**src/rtl/stream_demux_1to2_16bit_if.sv**
```systemverilog
// Handshake bundle for the 1-to-2 stream demultiplexer: input stream, two output
// streams, routing controls and the registered routing status.
interface stream_demux_1to2_16bit_if #(
  parameter int DATA_W = 16,
  parameter int CNT_W  = 4
);
  logic              mode;
  logic              sel;
  logic [DATA_W-1:0] in_data;
  logic              in_valid;
  logic              in_ready;
  logic [DATA_W-1:0] out0_data;
  logic              out0_valid;
  logic              out0_ready;
  logic [DATA_W-1:0] out1_data;
  logic              out1_valid;
  logic              out1_ready;
  logic              cur_port;
  logic [CNT_W-1:0]  beat_cnt;

  modport master (
    output mode, sel, in_data, in_valid, out0_ready, out1_ready,
    input  in_ready, out0_data, out0_valid, out1_data, out1_valid,
    input  cur_port, beat_cnt
  );

  modport slave (
    input  mode, sel, in_data, in_valid, out0_ready, out1_ready,
    output in_ready, out0_data, out0_valid, out1_data, out1_valid,
    output cur_port, beat_cnt
  );
endinterface

```
**src/rtl/stream_demux_1to2_16bit.sv**
```systemverilog
// 1-to-2 stream demultiplexer with a one-entry register per output port; routes by
// sel (fixed mode) or alternates whole BURST_LEN-beat bursts between ports.
module stream_demux_1to2_16bit #(
  parameter int DATA_W    = 16,
  parameter int BURST_LEN = 9,
  parameter int CNT_W     = 4
) (
  input  logic                     clk,
  input  logic                     rst,
  stream_demux_1to2_16bit_if.slave bus
);

  localparam logic [CNT_W-1:0] LAST_BEAT = CNT_W'(BURST_LEN - 1);

  logic              cur_port_q;
  logic              cur_port_d;
  logic [CNT_W-1:0]  beat_cnt_q;
  logic [CNT_W-1:0]  beat_cnt_d;
  logic [1:0]        out_ready;
  logic [1:0]        out_valid;
  logic [DATA_W-1:0] out_data [2];
  logic              in_ready;
  logic              accept;

  assign out_ready = {bus.out1_ready, bus.out0_ready};

  // Only the selected port gates the input, so a stalled target blocks even when
  // the other port is empty; in_valid never feeds back into in_ready.
  assign in_ready = ~out_valid[cur_port_q] | out_ready[cur_port_q];
  assign accept   = bus.in_valid & in_ready;

  generate
    for (genvar gi = 0; gi < 2; gi++) begin : g_port
      localparam logic PORT = 1'(gi);

      logic              wr;
      logic              drain;
      logic              valid_q;
      logic              valid_d;
      logic [DATA_W-1:0] data_q;
      logic [DATA_W-1:0] data_d;

      assign wr    = accept & (cur_port_q == PORT);
      assign drain = valid_q & out_ready[gi];

      // A write in the same cycle as a drain refills the slot, sustaining 1 beat/cycle.
      always_comb begin
        valid_d = valid_q;
        data_d  = data_q;
        if (wr) begin
          valid_d = 1'b1;
          data_d  = bus.in_data;
        end else if (drain) begin
          valid_d = 1'b0;
        end
      end

      always_ff @(posedge clk) begin
        if (rst) begin
          valid_q <= 1'b0;
          data_q  <= '0;
        end else begin
          valid_q <= valid_d;
          data_q  <= data_d;
        end
      end

      assign out_valid[gi] = valid_q;
      assign out_data[gi]  = data_q;
    end
  endgenerate

  always_comb begin
    cur_port_d = cur_port_q;
    beat_cnt_d = beat_cnt_q;
    if (!bus.mode) begin
      cur_port_d = bus.sel;
      beat_cnt_d = '0;
    end else if (accept) begin
      // Last beat of a burst wraps the counter and hands the stream to the other port.
      if (beat_cnt_q == LAST_BEAT) begin
        beat_cnt_d = '0;
        cur_port_d = ~cur_port_q;
      end else begin
        beat_cnt_d = beat_cnt_q + CNT_W'(1);
      end
    end
  end

  always_ff @(posedge clk) begin
    if (rst) begin
      cur_port_q <= 1'b0;
      beat_cnt_q <= '0;
    end else begin
      cur_port_q <= cur_port_d;
      beat_cnt_q <= beat_cnt_d;
    end
  end

  assign bus.in_ready   = in_ready;
  assign bus.out0_valid = out_valid[0];
  assign bus.out0_data  = out_data[0];
  assign bus.out1_valid = out_valid[1];
  assign bus.out1_data  = out_data[1];
  assign bus.cur_port   = cur_port_q;
  assign bus.beat_cnt   = beat_cnt_q;

endmodule

```
**src/flat_wrapper.sv**
```systemverilog
// flat-port wrapper written by rule: the top's interface ports become plain ports
module stream_demux_1to2_16bit_flat 
#(
  parameter int DATA_W    = 16,
  parameter int BURST_LEN = 9,
  parameter int CNT_W     = 4
)
  (clk, rst, bus_mode, bus_sel, bus_in_data, bus_in_valid, bus_out0_ready, bus_out1_ready, bus_in_ready, bus_out0_data, bus_out0_valid, bus_out1_data, bus_out1_valid, bus_cur_port, bus_beat_cnt);
  stream_demux_1to2_16bit_if #(.DATA_W(DATA_W), .CNT_W(CNT_W)) bus_i ();
  input  logic clk;
  input  logic rst;
  input wire logic [$bits(bus_i.mode)-1:0] bus_mode;
  input wire logic [$bits(bus_i.sel)-1:0] bus_sel;
  input wire logic [$bits(bus_i.in_data)-1:0] bus_in_data;
  input wire logic [$bits(bus_i.in_valid)-1:0] bus_in_valid;
  input wire logic [$bits(bus_i.out0_ready)-1:0] bus_out0_ready;
  input wire logic [$bits(bus_i.out1_ready)-1:0] bus_out1_ready;
  output wire logic [$bits(bus_i.in_ready)-1:0] bus_in_ready;
  output wire logic [$bits(bus_i.out0_data)-1:0] bus_out0_data;
  output wire logic [$bits(bus_i.out0_valid)-1:0] bus_out0_valid;
  output wire logic [$bits(bus_i.out1_data)-1:0] bus_out1_data;
  output wire logic [$bits(bus_i.out1_valid)-1:0] bus_out1_valid;
  output wire logic [$bits(bus_i.cur_port)-1:0] bus_cur_port;
  output wire logic [$bits(bus_i.beat_cnt)-1:0] bus_beat_cnt;
  assign bus_i.mode = bus_mode;
  assign bus_i.sel = bus_sel;
  assign bus_i.in_data = bus_in_data;
  assign bus_i.in_valid = bus_in_valid;
  assign bus_i.out0_ready = bus_out0_ready;
  assign bus_i.out1_ready = bus_out1_ready;
  assign bus_in_ready = bus_i.in_ready;
  assign bus_out0_data = bus_i.out0_data;
  assign bus_out0_valid = bus_i.out0_valid;
  assign bus_out1_data = bus_i.out1_data;
  assign bus_out1_valid = bus_i.out1_valid;
  assign bus_cur_port = bus_i.cur_port;
  assign bus_beat_cnt = bus_i.beat_cnt;
  stream_demux_1to2_16bit #(.DATA_W(DATA_W), .BURST_LEN(BURST_LEN), .CNT_W(CNT_W)) u_core (.clk(clk), .rst(rst), .bus(bus_i));
endmodule
```
**config.mk**
```make
export PLATFORM = sky130hd
export DESIGN_NAME = stream_demux_1to2_16bit_flat
export DESIGN_NICKNAME = d
export VERILOG_FILES = /design/src/rtl/stream_demux_1to2_16bit_if.sv /design/src/rtl/stream_demux_1to2_16bit.sv /design/src/flat_wrapper.sv
export SDC_FILE = /design/constraint.sdc
export NUM_CORES = 1
export LEC_CHECK = 0
export BUFFER_PORTS_ARGS = -buffer_cell sky130_fd_sc_hd__buf_2
export CORE_MARGIN = 1.5
export CORE_UTILIZATION = 46
export DETAILED_ROUTE_END_ITERATION = 8
export PLACE_DENSITY = 0.88
export SYNTH_ARGS = -nofsm -noshare
export SYNTH_HDL_FRONTEND = slang
export SYNTH_SLANG_ARGS = --single-unit
```
**constraint.sdc**
```tcl
create_clock -name clk -period 1.7 [get_ports clk]
set_input_delay 0.34 -clock clk [delete_from_list [all_inputs] [get_ports clk]]
set_output_delay 0.34 -clock clk [all_outputs]
set_load 0.005 [all_outputs]
```
==> summary.log, run 1 <==
[clock_tree] H-tree depth 2
[synthesis] synthesized area divided by synthesized cell count 8.048 µm²
[synthesis] number of warning messages in the yosys log 0
[setup_path] ordered list of cells on the worst path or3b_4 > and2_1 > buf_2
[setup_path] capturing point of the worst reg2reg path u_core.bus.cur_port
[setup_path] required time at the worst-slack endpoint 1.36 ns
[setup_path] reg2reg setup slack 0.17 ns
[finish] commonest non-fill, non-tap cell in the layout nand2_1
[global_route] M1 GR Usage 24.83%
[floorplan] Die Footprint 3587 µm²
[floorplan] top-level I/O count 63
[sta] setup repair after global routing missed its margin false
[setup_path] Critical Path Sink Type output pin
[synthesis] Synth cell types 26
[setup_path] signal arrival time at the worst endpoint 1.30 ns
[power] switching power summed over all nets 0.4205 mW
[routing] vias after detailed routing 1,450
[setup_path] Slowest cell on crit path or3b_4
[sta] count of endpoints failing hold in the final timing report 0
[routing] number of remaining DRC errors 0
[sta] Max-Slew Margin vs Limit 77.10%
[placement] final weighted congestion of routability-driven global placement 0.8839
[hold_path] Hold Crit Depth 2
[hold_path] Worst Hold Class input pin to flop
[power] Power per Cell Area 849.0 nW/µm²
[clock_tree] largest buffer count on any clock path 2
[power] Int Pwr 1.221 mW
[global_route] antenna violations before repair 0
[setup_path] critical path startpoint category flop
[finish] multi-input logic area 645.6 µm²
[floorplan] floorplan row count 20
[hold_path] endpoint of the worst hold path u_core.bus.cur_port
[synthesis] most common flop cell mapped by yosys dfxtp_1
[synthesis] dominant cell type by area after synthesis dfxtp_1
[sta] transition time at the pin with the least slew margin 0.3435 ns
[synthesis] top area cells in the synthesized netlist dfxtp_1 52%, nand2_1 17%, a21oi_1 12%
[sta] Slew Viols, Final 0
[routing] detailed router's first-iteration violation count 33
[synthesis] Post-synth EDFFs 0
[power] P_leak 0.9007 nW
[setup_path] maximum single-stage delay on the critical path 0.37 ns
[power] share of power burned in combinational logic 13.7%
[finish] commonest non-fill, non-tap cells in the layout 67 x nand2_1, 62 x buf_2, 37 x dfxtp_1
[synthesis] number of nets produced by synthesis 210
[finish] final-layout fill cell count 310
[finish] final cell utilization of the core 63.32%
[power] relative contribution of sequential cells to total power 59.6%
[run] maximum capacitance violations 0
[setup_path] critical-path maximum fanout 2
[setup_path] Worst Setup Path Type flop to output pin
[sta] post-route minimum period 1.644 ns
[run_status] result of the run finished clean
[synthesis] Post-Syn Instances 185
[sta] share of the clock period used by the worst path after layout 96.71%
[clock_tree] Sinks on Clock Net 39
[setup_path] delay-heaviest family, CP simple AND/OR/NAND/NOR gates
[routing] final WL 3458 µm
[setup_path] cell depth of the worst flop-to-flop path 6
[sta] post-route setup TNS 0 ns
[global_route] grt total ovfl 0
[finish] register area 785.8 µm²
[floorplan] initial cell density of the core 48.77%
[routing] Final ANT Viol Nets 0
[clock_tree] total CTS buffers 5
[sta] Clock Skew 0.003700 ns
[global_route] Overall Global Routing Usage 20.45%
[global_route] largest net degree at the start of global routing 36
[floorplan] core footprint 3053 µm²
[clock_tree] TritonCTS clock tree yes
[clock_tree] cell chosen for the clock root clkbuf_4
[routing] number of iterations in the first detailed-routing pass 4
[floorplan] die extent in y 59.89 µm
[synthesis] cell area after synthesis 1489 µm²
[setup_path] number of buffer and inverter instances along the worst setup path 1
[finish] area growth from synthesis to final layout 29.83%
[sta] total setup violations reported at the end of the flow 0
[setup_path] startpoint of the worst register-to-register path u_core.bus.beat_cnt[0]
[power] Switching Share 25.62%
[placement] quantity of I/O buffers inserted on ports 62
[clock_tree] worst-skew pair later-pin latency 0.33 ns
[routing] vias per cell 4.866
[synthesis] register area share after synthesis 52.44%
[finish] share of final-layout standard cells stronger than drive strength 1 32.28%
[clock_tree] clock-pin slew of the registers on the worst-case setup and hold paths 0.10 ns
[routing] average wire per standard cell 11.60 µm
[sta] achievable clock frequency 608.2 MHz
[global_route] layer carrying the most global-route usage met2
[placement] hpwl dp 2472 µm
[floorplan] die width 59.89 µm
[finish] number of diodes 0
[global_route] global-route wire length before repair 5492 µm
[synthesis] count of state elements after synthesis 39
[power] IR drop worst, VDD 0.0004900 V
[synthesis] share of Yosys cell area claimed by the top area cell type 52.44%
[finish] net count of the finished layout 278
[power] share of total power in the clock network 26.6%
[synthesis] fraction of registers with async set or reset after synthesis 0%
[global_route] met3 usage in global routing 4.545%
[global_route] number of global-route vias before repair 1,299
[global_route] met2 Track Usage GR 34.63%
[power] Final Power 1.641 mW
[hold_path] startpoint of the lowest-slack hold path bus_mode
[clock_tree] number of hold-repair buffers added at the cts stage 0
==> sequential cells by signal, summed over array words and instances, names as in the netlist <==
signal / count
u_core.bus.beat_cnt: 4
u_core.bus.out0_data: 16
u_core.bus.cur_port: 1
u_core.bus.out1_data: 16
u_core.bus.out1_valid: 1
u_core.bus.out0_valid: 1
==> cell type report <==
| cell class | count | area share [%] |
|---|---|---|
| multi-input combinational | 132 | 33.40 |
| timing repair buffer | 72 | 19.94 |
| clock inverter | 1 | 0.2589 |
| inverter | 3 | 0.5825 |
| clock buffer | 7 | 2.330 |
| tap | 44 | 2.848 |
| sequential | 39 | 40.65 |
==> worst max-delay path by stage <==
stage | startpoint | to | depth (start not counted)
6_report | u_core.bus.cur_port | bus_in_ready | 3
2_1_floorplan | rst | u_core.bus.beat_cnt[3] | 5
3_3_place_gp | bus_out0_ready | bus_in_ready | 4
5_1_grt | u_core.bus.cur_port | bus_in_ready | 4
4_1_cts | u_core.bus.cur_port | bus_in_ready | 3
3_5_place_dp | u_core.bus.beat_cnt[0] | u_core.bus.cur_port | 6
==> metrics by stage <==
| stage | setup WS (ns) | hold slack [ns] | instance area [µm²] | instances |
|---|---|---|---|---|
| 2_1_floorplan | 0.3881 | 0.4356 | 1489 | 185 |
| 6_report | 0.05590 | 0.2340 | 1933 | 298 |
| 4_1_cts | 0.02139 | 0.2291 | 1933 | 298 |
| 3_3_place_gp | 0.2613 | 0.4382 | 1856 | 287 |
| 3_5_place_dp | 0.1516 | 0.4439 | 1856 | 287 |
| 5_1_grt | 0.008704 | 0.2180 | 1933 | 298 |
==> logic make-up (layout without fill, tap and decap cells) <==
logic type | Yosys count | in the layout | synth area share (%)
DFF | 39 | 39 | 52.44
and+or+nand+nor | 88 | 88 | 26.39
adders and majority gates | 2 | 2 | 1.680
buffers and inverters | 14 | 83 | 4.202
AOI/OAI and AO/OA | 40 | 40 | 14.03
muxes | 1 | 1 | 0.6723
xor gates and xnor gates | 1 | 1 | 0.5883
==> per-layer routing <==
metal	up-vias	part of all wire [%]
met1	657	42
met4	0	1.7
met3	6	6.2
met5	-	0
li1	746	-
met2	41	50
==> what timing repair did <==
action                     CTS  global route
setup endpoints to repair    1             1
resized for setup            3             0
pin swaps                    1             1
setup buffers                3             0
==> Yosys cell counts (2+ instances only) <==
| library cell | number |
|---|---|
| nand2_1 | 67 |
| dfxtp_1 | 39 |
| a21oi_1 | 36 |
| buf_2 | 8 |
| nand2b_1 | 4 |
| clkbuf_1 | 3 |
| inv_1 | 3 |
| nor2_1 | 3 |
| and3b_1 | 2 |
| ha_1 | 2 |
| nand3b_1 | 2 |
| nand4_1 | 2 |
==> power by group through the flow <==
stage	Combinational, mW	Clock (mW)	Sequential (mW)
floorplan	0.107	0	1.01
global placement	0.210	0	1.00
detailed placement	0.217	0	1.00
CTS	0.227	0.450	0.979
global route	0.253	0.491	0.985
finish	0.225	0.437	0.979
==> worst reg2reg max path: cells and delay by family (launching register included) <==
family	cells	cell delay, ns
DFF	1	0.36
and+or+nand+nor	2	0.34
AOI/OAI and AO/OA	1	0.31
adders and majority gates	1	0.17
xor gates and xnor gates	1	0.16
buffers and inverters	1	0.07
Note: power is estimated with default switching activity, not from simulation.
==> inputs of run 2 (changes only) <==
Settings changed: PLACE_DENSITY 0.88 to not set, PLACE_DENSITY_LB_ADDON set to 0.15.
==> run 2 against run 1 <==
  * Cell area grew 0.65%
  * Core utilization grew 0.41 points
  * Combinational power is essentially flat
  * Die area is the same
  * Via count grew 0.28%
  * Sequential share of layout area shrank 0.26 points
  * Total power grew 1.5%
  * Fmax shrank 2.2%
  * Clock skew grew 0.0098 ns
  * Clock power grew 5.0%
  * Flip-flop and latch count is the same
  * Worst hold slack lost 0.050 ns
  * Largest cell class unchanged
==> summary.log, run 2 (synthesis gave the netlist of run 1 again) <==
[run_status] result of the run finished clean [unchanged]
[setup_path] Critical Path Sink Type output pin [unchanged]
[setup_path] critical path startpoint category flop [unchanged]
[setup_path] Slowest cell on crit path or3b_4 [unchanged]
[sta] total setup violations reported at the end of the flow 0 [unchanged]
[floorplan] Die Footprint 3587 µm² [unchanged]
[routing] number of remaining DRC errors 0 [unchanged]
[routing] vias after detailed routing 1,454 [was 1,450]
[finish] commonest non-fill, non-tap cells in the layout 67 x nand2_1, 61 x buf_2, 37 x dfxtp_1 [was 67 x nand2_1, 62 x buf_2, 37 x dfxtp_1]
[finish] register area 785.8 µm² [unchanged]
[finish] net count of the finished layout 278 [unchanged]
[sta] post-route minimum period 1.682 ns [was 1.644 ns]
[floorplan] top-level I/O count 63 [unchanged]
[routing] vias per cell 4.879 [was 4.866]
[global_route] grt total ovfl 0 [unchanged]
[global_route] Overall Global Routing Usage 19.87% [was 20.45%]
[floorplan] die extent in y 59.89 µm [unchanged]
[hold_path] Worst Hold Class input pin to flop [unchanged]
[power] Power per Cell Area 855.9 nW/µm² [was 849.0 nW/µm²]
[power] Int Pwr 1.221 mW [about the same]
[power] P_leak 0.9063 nW [was 0.9007 nW]
[power] share of power burned in combinational logic 13.7% [about the same]
[power] relative contribution of sequential cells to total power 58.8% [was 59.6%]
[sta] post-route setup TNS 0 ns [unchanged]
[sta] hold slack 0.1845 ns [was 0.2340 ns]
[global_route] number of global-route vias before repair 1,182 [was 1,299]
[sta] share of the clock period used by the worst path after layout 98.93% [was 96.71%]
[placement] final weighted congestion of routability-driven global placement 0.7869 [was 0.8839]
[finish] Final Instance Area 1946 µm² [was 1933 µm²]
[sta] Clock Skew 0.01348 ns [was 0.003700 ns]
[setup_path] maximum single-stage delay on the critical path 0.37 ns [about the same]
[power] switching power summed over all nets 0.4438 mW [was 0.4205 mW]
[clock_tree] cell chosen for the clock root clkbuf_4 [unchanged]
[clock_tree] Sinks on Clock Net 39 [unchanged]
[placement] Post-Place Cell Area 1856 µm² [unchanged]
[routing] final WL 3472 µm [was 3458 µm]
[sta] achievable clock frequency 594.6 MHz [was 608.2 MHz]
[clock_tree] worst-skew pair later-pin latency 0.35 ns [was 0.33 ns]
[clock_tree] H-tree depth 2 [unchanged]
[power] IR drop worst, VDD 0.0005832 V [was 0.0004900 V]
[placement] Worst Setup Slack post-DPL 0.2504 ns [was 0.1516 ns]
[sta] transition time at the pin with the least slew margin 0.3609 ns [was 0.3435 ns]
[setup_path] ordered list of cells on the worst path or3b_4 > and2_4 > buf_6 [was or3b_4 > and2_1 > buf_2]
[floorplan] die width 59.89 µm [unchanged]
[finish] commonest non-fill, non-tap cell in the layout nand2_1 [unchanged]
[sta] count of endpoints failing hold in the final timing report 0 [unchanged]
[routing] average wire per standard cell 11.65 µm [was 11.60 µm]
[clock_tree] largest buffer count on any clock path 2 [unchanged]
[setup_path] required time at the worst-slack endpoint 1.36 ns [about the same]
[power] Final Power 1.665 mW [was 1.641 mW]
[placement] hpwl dp 2424 µm [was 2472 µm]
[clock_tree] number of hold-repair buffers added at the cts stage 0 [unchanged]
[routing] detailed router's first-iteration violation count 51 [was 33]
[run] maximum capacitance violations 0 [unchanged]
[floorplan] initial cell density of the core 48.77% [unchanged]
[clock_tree] clock-pin slew of the registers on the worst-case setup and hold paths 0.10 ns [about the same]
[global_route] antenna violations before repair 0 [unchanged]
[power] share of total power in the clock network 27.6% [was 26.6%]
[power] Switching Share 26.65% [was 25.62%]
[placement] quantity of I/O buffers inserted on ports 62 [unchanged]
[clock_tree] TritonCTS clock tree yes [unchanged]
[finish] area growth from synthesis to final layout 30.67% [was 29.83%]
[finish] number of diodes 0 [unchanged]
[routing] Final ANT Viol Nets 0 [unchanged]
[sta] Max-Slew Margin vs Limit 75.94% [was 77.10%]
[finish] multi-input logic area 648.1 µm² [was 645.6 µm²]
[sta] setup repair after global routing missed its margin true [was false]
[clock_tree] total CTS buffers 5 [unchanged]
[sta] Worst Setup Slack, final 0.01821 ns [was 0.05590 ns]
[routing] number of iterations in the first detailed-routing pass 7 [was 4]
[setup_path] critical-path maximum fanout 2 [unchanged]
[global_route] largest net degree at the start of global routing 36 [unchanged]
[setup_path] signal arrival time at the worst endpoint 1.34 ns [was 1.30 ns]
[finish] share of final-layout standard cells stronger than drive strength 1 33.07% [was 32.28%]
[global_route] global-route wire length before repair 5244 µm [was 5492 µm]
[finish] final-layout fill cell count 301 [was 310]
[sta] Slew Viols, Final 0 [unchanged]
[floorplan] floorplan row count 20 [unchanged]
[setup_path] Worst Setup Path Type flop to output pin [unchanged]
[floorplan] core footprint 3053 µm² [unchanged]
## run 2: power by group through the flow
stage / registers (mW) / logic, mW / clock network (mW)
final: 0.979 / 0.228 / 0.459
after detailed placement: 1.00 / 0.217 / 0
after global placement: 1.00 / 0.215 / 0
after global routing: 0.985 / 0.256 / 0.512
after CTS: 0.980 / 0.224 / 0.479
after floorplan: 1.01 / 0.107 / 0
## run 2: layout make-up
type | count | area share [%]
clock inverter | 2 | 0.6431
tap | 44 | 2.830
timing repair buffer | 72 | 20.13
clock buffer | 6 | 2.122
inverter | 3 | 0.5788
sequential | 39 | 40.39
multi-input combinational | 132 | 33.31
## run 2: worst max-delay path: cells and delay by family (launching register included)
kind / cells / cell delay [ns]
simple gates: 2 / 0.54
flops: 1 / 0.36
buf+inv: 1 / 0.11
## run 2: routing by layer
metal / wire [µm] / up-vias / share of wire [%] / track usage, %
met5: 0 / - / 0 / 0
met4: 57 / 0 / 1.6 / 8.571
met3: 260 / 6 / 7.5 / 7.143
met2: 1547 / 53 / 45 / 29.66
met1: 1608 / 652 / 46 / 25.78
li1: - / 743 / - / -
## run 2: metrics by stage
step                      util (%)  std cells
after floorplan                  -        185
after global routing         63.73        298
after CTS                    63.20        297
final                        63.73        298
after detailed placement     60.78        287
after global placement       60.78        287
## run 2: worst paths after layout
| check | cells past startpoint | from | slack, ns | endpoint |
|---|---|---|---|---|
| hold / removal | 2 | bus_mode | 0.18 | u_core.bus.cur_port |
| hold reg to reg | 2 | u_core.bus.out1_data[7] | 0.46 | u_core.bus.out1_data[7] |
| setup / recovery | 3 | u_core.bus.cur_port | 0.02 | bus_in_ready |
| setup reg to reg | 5 | u_core.bus.cur_port | 0.28 | u_core.bus.beat_cnt[3] |
## run 2: repair_timing
action	CTS	global route
resized for setup	3	2
setup buffers	2	1
hold endpoints to repair	0	0
setup endpoints to repair	1	1
pin swaps	1	0
